==> src/rtl/mem_port_arbiter.sv <==
// rtl/mem_port_arbiter.sv - single-port RAM arbiter between fetch and data requesters
// Optional fetch-fairness streak counter enabled by defining MEM_ARB_FAIRNESS_EN.
module mem_port_arbiter #(
    parameter int ADDR_W     = 5,
    parameter int DATA_W     = 32,
    parameter int MEM_LAT    = 1,
    parameter int MAX_STREAK = 4
) (
    input  logic              clk,
    input  logic              reset,
    input  logic              if_req,
    input  logic [ADDR_W-1:0] if_addr,
    output logic              if_ack,
    output logic [DATA_W-1:0] if_rdata,
    input  logic              d_req,
    input  logic              d_we,
    input  logic [ADDR_W-1:0] d_addr,
    input  logic [DATA_W-1:0] d_wdata,
    output logic              d_ack,
    output logic [DATA_W-1:0] d_rdata,
    output logic              stall_fetch,
    output logic              stall_mem,
    output logic              mem_en,
    output logic              mem_we,
    output logic [ADDR_W-1:0] mem_addr,
    output logic [DATA_W-1:0] mem_wdata,
    input  logic [DATA_W-1:0] mem_rdata
);

    localparam logic [1:0] S_IDLE  = 2'd0;
    localparam logic [1:0] S_ISSUE = 2'd1;
    localparam logic [1:0] S_WAIT  = 2'd2;
    localparam logic [1:0] S_RESP  = 2'd3;

    localparam int CNT_W = (MEM_LAT > 1) ? $clog2(MEM_LAT) : 1;
    localparam logic [CNT_W-1:0] CNT_LOAD = CNT_W'(MEM_LAT - 1);

    if (MEM_LAT < 1 || MAX_STREAK < 1) begin : g_bad_param
        $error("mem_port_arbiter: MEM_LAT and MAX_STREAK must be >= 1");
    end

    logic [1:0]        state;
    logic              owner_d;
    logic              lat_we;
    logic [ADDR_W-1:0] lat_addr;
    logic [DATA_W-1:0] lat_wdata;
    logic [CNT_W-1:0]  cnt;
    logic [DATA_W-1:0] if_rdata_q;
    logic [DATA_W-1:0] d_rdata_q;
    logic              any_req;
    logic              grant_d;

    assign any_req = if_req | d_req;

`ifdef MEM_ARB_FAIRNESS_EN
    localparam int STREAK_W = $clog2(MAX_STREAK + 1);
    localparam logic [STREAK_W-1:0] STREAK_MAX = STREAK_W'(MAX_STREAK);

    logic [STREAK_W-1:0] streak;
    logic                force_fetch;

    // Only contended data grants build the streak; fetch wins once it saturates.
    assign force_fetch = if_req & d_req & (streak == STREAK_MAX);
    assign grant_d     = d_req & ~force_fetch;

    always_ff @(posedge clk) begin
        if (reset) begin
            streak <= '0;
        end else if (state == S_IDLE && any_req) begin
            if (grant_d && if_req) begin
                if (streak != STREAK_MAX) begin
                    streak <= streak + 1'b1;
                end
            end else begin
                streak <= '0;
            end
        end
    end
`else
    assign grant_d = d_req;
`endif

    always_ff @(posedge clk) begin
        if (reset) begin
            state      <= S_IDLE;
            owner_d    <= 1'b0;
            lat_we     <= 1'b0;
            lat_addr   <= '0;
            lat_wdata  <= '0;
            cnt        <= '0;
            if_rdata_q <= '0;
            d_rdata_q  <= '0;
        end else begin
            case (state)
                S_IDLE: begin
                    if (any_req) begin
                        owner_d  <= grant_d;
                        lat_we   <= grant_d & d_we;
                        lat_addr <= grant_d ? d_addr : if_addr;
                        if (grant_d) begin
                            lat_wdata <= d_wdata;
                        end
                        state <= S_ISSUE;
                    end
                end
                S_ISSUE: begin
                    cnt   <= CNT_LOAD;
                    state <= S_WAIT;
                end
                S_WAIT: begin
                    if (cnt == '0) begin
                        if (!lat_we) begin
                            if (owner_d) begin
                                d_rdata_q <= mem_rdata;
                            end else begin
                                if_rdata_q <= mem_rdata;
                            end
                        end
                        state <= S_RESP;
                    end else begin
                        cnt <= cnt - 1'b1;
                    end
                end
                default: begin
                    state <= S_IDLE;
                end
            endcase
        end
    end

    assign mem_en      = (state == S_ISSUE);
    assign mem_we      = mem_en & lat_we;
    assign mem_addr    = lat_addr;
    assign mem_wdata   = lat_wdata;
    assign if_ack      = (state == S_RESP) & ~owner_d;
    assign d_ack       = (state == S_RESP) & owner_d;
    assign if_rdata    = if_rdata_q;
    assign d_rdata     = d_rdata_q;
    assign stall_fetch = if_req & ~if_ack;
    assign stall_mem   = d_req & ~d_ack;

endmodule

==> config.mk <==
export PLATFORM = sky130hd
export DESIGN_NAME = mem_port_arbiter
export DESIGN_NICKNAME = d
export VERILOG_FILES = /design/src/rtl/mem_port_arbiter.sv
export SDC_FILE = /design/constraint.sdc
export NUM_CORES = 1
export LEC_CHECK = 0
export ABC_AREA = 1
export ABC_CLOCK_PERIOD_IN_PS = 1950
export CORE_MARGIN = 8
export CORE_UTILIZATION = 41
export CTS_CLUSTER_DIAMETER = 100
export DETAILED_ROUTE_END_ITERATION = 10
export HOLD_SLACK_MARGIN = 0.05
export PLACE_DENSITY = 0.82
export SKIP_CTS_REPAIR_TIMING = 1
export SKIP_LAST_GASP = 1
export SLEW_MARGIN = 5
export SYNTH_ARGS = -nofsm -noshare
export SYNTH_HDL_FRONTEND = slang
export SYNTH_SLANG_ARGS = --single-unit
==> constraint.sdc <==
create_clock -name clk -period 1.95 [get_ports clk]
set_clock_uncertainty 0.15 [all_clocks]
set_input_delay 0.195 -clock clk [delete_from_list [all_inputs] [get_ports clk]]
set_output_delay 0.195 -clock clk [all_outputs]
set_load 0.01 [all_outputs]
## Word level (Yosys, flattened, before mapping)

Index checks and enable logic that the tools add are counted.
Widths: inputs -> output; s select.

- Input bits: 79
- Logic and storage cells: 39
- Bits in registers: 106
- Output and inout bits: 107

- Add/sub/neg operators: 1
- Reductions and logical operators: 7
- Eq/ne operators: 5
- Multiplexer cells: 6
- Bitwise gates (word level): 12

Operators by type and width:

| kind | number |
|---|---|
| $reduce_and 4->1 | 2 |
| $and 1x1->1 | 6 |
| $pmux 2 s3 | 1 |
| $mux 5 | 1 |
| $not 1->1 | 5 |
| $eq 2x2->1 const B | 2 |
| $mux 2 | 2 |
| $ne 2x2->1 const B | 2 |
| $reduce_and 2->1 | 2 |
| $reduce_and 3->1 | 1 |
| $eq 2x1->1 const B | 1 |
| $logic_not 2->1 | 1 |
| $pmux 1 s2 | 1 |
| $reduce_bool 2->1 | 1 |
| $mux 1 | 1 |
| $or 1x1->1 | 1 |
| $sub 1x1->1 const B | 1 |

## Depth between registers and ports, before layout

- Depth in word-level cells: 4
- Mapped depth: 8

## Worst setup path before layout

Ideal clock, no wire load.

- Path type: reg-to-reg
- Start: register state[0]
- End: register if_rdata_q[19] (netlist: if_rdata[19])
- Cell stages (with the launch flop): 9
- Data required time: 1.687 ns
- Setup slack: 0.558 ns
- Path buffers: 2
- Arrival time: 1.129 ns
- Setup time: 0.113 ns
- Cells stage by stage: dfxtp_1 -> inv_1 -> ha_1 -> nand3b_4 -> buf_6 -> buf_6 -> nand2_1 -> nand2_1 -> nor2_1

- Cells in the longest elaborated chain, start to end: 2

RTL lines:

| element | RTL line | text |
|---|---|---|
| start: declaration | 42 | `logic [1:0] state;` |
| start signal: assignment | 85 | `state <= S_IDLE;` |
| start signal: assignment | 103 | `state <= S_ISSUE;` |
| start signal: assignment | 108 | `state <= S_WAIT;` |
| $eq 2x2->1 | 94 | `case (state)` |
| $reduce_and 4->1 (no line) | - |  |
| end signal: assignment | 116 | `if_rdata_q <= mem_rdata;` |
| end: declaration | 48 | `logic [DATA_W-1:0] if_rdata_q;` |

Every way passes these cells.
A chain may end at the register's enable or synchronous reset.

## Worst setup path after layout

- Start: register state[1]
- End: output port mem_en

- Cells in the longest elaborated chain, start to end: 1

RTL lines:

| element | RTL line | text |
|---|---|---|
| $eq 2x1->1 | 131 | `assign mem_en = (state == S_ISSUE);` |
| end: declaration | 23 | `output logic mem_en,` |

Every way passes these cells.

==> impl_results.md <==
- Status: complete, no violations
- Post-synthesis mux area share: 0%
- Post-Synth Adder-Cell Area: 1.220%
- Reg2Reg Setup Slack: 230 ps
- Max FO, Critical Path: 4
- Ratio of routed vias to standard cells: 4.498
- RSZ-0062 raised after global routing: false
- Worst stage delay on the critical path: 550 ps
- GRT Resource Usage Total: 17.67%
- P_int: 0.004619 W
- Rel. slew slack: 65.86%
- Critical path cell sequence: inv_1 -> ha_1 -> clkdlybuf4s50_1
- Worst hold path depth: 3
- Max cap viols: 0
- Largest net degree at the start of global routing: 73
- Starting Density: 42.17%
- GP Congestion: 0.8025
- Mapped Cells: 567
- Slowest-stage cell, CP: clkdlybuf4s50_1
- CP startpoint kind: flop
- Hold Crit Class: primary input to flop
- Crit path kind: flop to output port
- Avg Cell Area, Syn: 7.236 um2
- Reg clk slew, reported paths: 90 ps
- Seq/Total Area, Yosys: 51.24%
- TritonRoute pass-1 iters: 6
- DIE WIDTH: 116.0 um
- Synth async-reset ratio: 0%
- Initial antenna violation count: 0
- H-tree depth: 3
- Area after DPL: 5993 um2
- CTS tree: yes
- Mapped Nets: 650
- Die area: 13460 um2
- DRT Wirelength: 12050 um
- Synth cell types: 18
- Post-Synth Simple-Gate Area: 28.94%
- Comb pwr share: 41.5%
- P per Cell Area: 1138 nW/um2
- Height of the chip: 116.0 um
- PortBufs: 185
- R2R depth: 7
- Via count: 3936
- Antenna diodes: 0
- Layout area overhead: 50.66%
- Slew @ Worst Pin: 512.0 ps
- Synth Area in Compound Gates: 8.509%
- Switching Share: 34.31%
- Most frequent cells in the layout: nor2_1, clkdlybuf4s50_1, dfxtp_1
- Synthesized area: 4103 um2
- WHS: 279.8 ps
- CP Data Required Time: 1600 ps
- Longest Clk Path Bufs: 2
- Final setup fails: 0
- Fin. max-slew vios: 0
- Top_reg_cell synth: dfxtp_1
- Final HPWL DP: 9097 um
- Worst Hold Launch: d_we
- Clk Latency, worst-skew pair: 350 ps
- Final Hold Fails: 0
- Final period utilization: 94.57%
- Total grt overflow: 0
- Fill count: 870
- First-pass GRT wire length: 18840 um
- R2r startpoint: state[0]
- Number of global-route vias before repair: 3967
- Sequential share of power: 41.3%
- WHS Endpoint: lat_we
- Row cnt: 36
- Final instance area: 6181 um2
- CP endpoint kind: output port
- YS warnings: 0
- Num ports: 186
- RR Endpoint: mem_wdata[30]
- Residual DRC: 0
- Sw Pwr: 0.002413 W
- Core area: 9729 um2
- Post-DRT Antenna Nets: 0
- Fmax: 0.5422 GHz
- Tmin final: 1844 ps
- Worst path bufs/invs: 2
- CTS Buf Count: 9
- XOR/XNOR Fraction of Synth Area: 0%
- Crit path DAT: 1500 ps
- DR WL/cell: 13.77 um
- Post-synth EDFFs: 0
- FF+latch count, synth: 105
- Largest family of logic cells by synthesized area: simple AND/OR/NAND/NOR gates
- CTS Sinks: 105
- Placed Cells: 860
- Leakage: 2.723 nW
- Top delay family on crit path: buffers and inverters
- Clock power frac: 17.2%
- Setup TNS: 0 ps
- Initial detailed-routing violation count: 227
- Nets@finish: 821
- Root Driver: clkbuf_8
- Post-Layout Cell Count: 875
- Most common cell after layout, fill and taps aside: nor2_1
- Layout cells sized above 1: 3.908%
- Worst VDD drop: 0.0006039 V
## sequential cells by signal (all words and copies together), names as in the netlist
name       count
mem_addr       5
state          2
mem_wdata     32
d_rdata       32
if_rdata      32
lat_we         1
owner_d        1
## tightest hold or removal path, stage by stage
cell and delay, ps:
clkdlybuf4s50_1 400, nand2_1 80, a21oi_1 60
## power by group through the flow
stage	logic (W)	registers [W]	clock network [W]
6_report	0.00292	0.00291	0.00121
5_1_grt	0.00325	0.00297	0.00134
4_1_cts	0.00297	0.00291	0.00126
3_5_place_dp	0.00295	0.00296	0
3_3_place_gp	0.00286	0.00293	0
2_1_floorplan	0.00135	0.00316	0
## through the flow
stage	util [%]	power (W)	setup slack, ps
final	63.53	0.007032	105.8
after global routing	63.53	0.007567	36.37
after CTS	63.37	0.007134	-104.0
after detailed placement	61.60	0.005907	120.7
after global placement	61.60	0.005784	201.3
after floorplan	-	0.004507	558.0
## worst max-delay path by stage
stage / startpoint / end / slack, ps / depth (start not counted)
6_report: state[1] / mem_en / 110 / 3
3_5_place_dp: d_req / mem_wdata[30] / 120 / 7
4_1_cts: state[1] / if_ack / -100 / 4
2_1_floorplan: state[0] / if_rdata[19] / 560 / 8
3_3_place_gp: if_req / stall_fetch / 200 / 4
5_1_grt: state[1] / mem_en / 40 / 3
## cells by family after synthesis
kind of cell	Yosys count
buffers and inverters	81
and+or+nand+nor	308
adders and majority gates	4
DFF	105
AOI/OAI and AO/OA	69
## synth_stat cells (3+ instances only)
master	instances	area, um2
a21oi_1	3	15.01
buf_6	9	101.4
clkbuf_1	7	26.28
ha_1	4	50.05
inv_2	3	11.26
dfxtp_1	105	2102
buf_4	5	37.54
buf_2	10	50.05
o21ai_0	65	325.3
inv_1	46	172.7
nor2_1	208	780.8
nand2_1	96	360.4
## per-layer routing
metal / track usage (%) / wire length [um] / part of all wire, % / up-vias
li1: - / - / - / 2045
met1: 18.28 / 4658 / 39 / 1764
met4: 9.767 / 331 / 2.7 / 0
met3: 3.752 / 649 / 5.4 / 23
met2: 32.49 / 6406 / 53 / 104
met5: 0 / 0 / 0 / -
## layout make-up
| class | instances | area [um2] | share of cell area (%) |
|---|---|---|---|
| sequential | 105 | 2105 | 34.05 |
| timing repair buffer | 192 | 1967 | 31.82 |
| multi-input combinational | 381 | 1587 | 25.67 |
| inverter | 49 | 183.9 | 2.976 |
| tap | 133 | 166.4 | 2.692 |
| clock buffer | 13 | 158.9 | 2.571 |
| clock inverter | 2 | 13.76 | 0.2227 |
(Power assumes the default switching activity.)
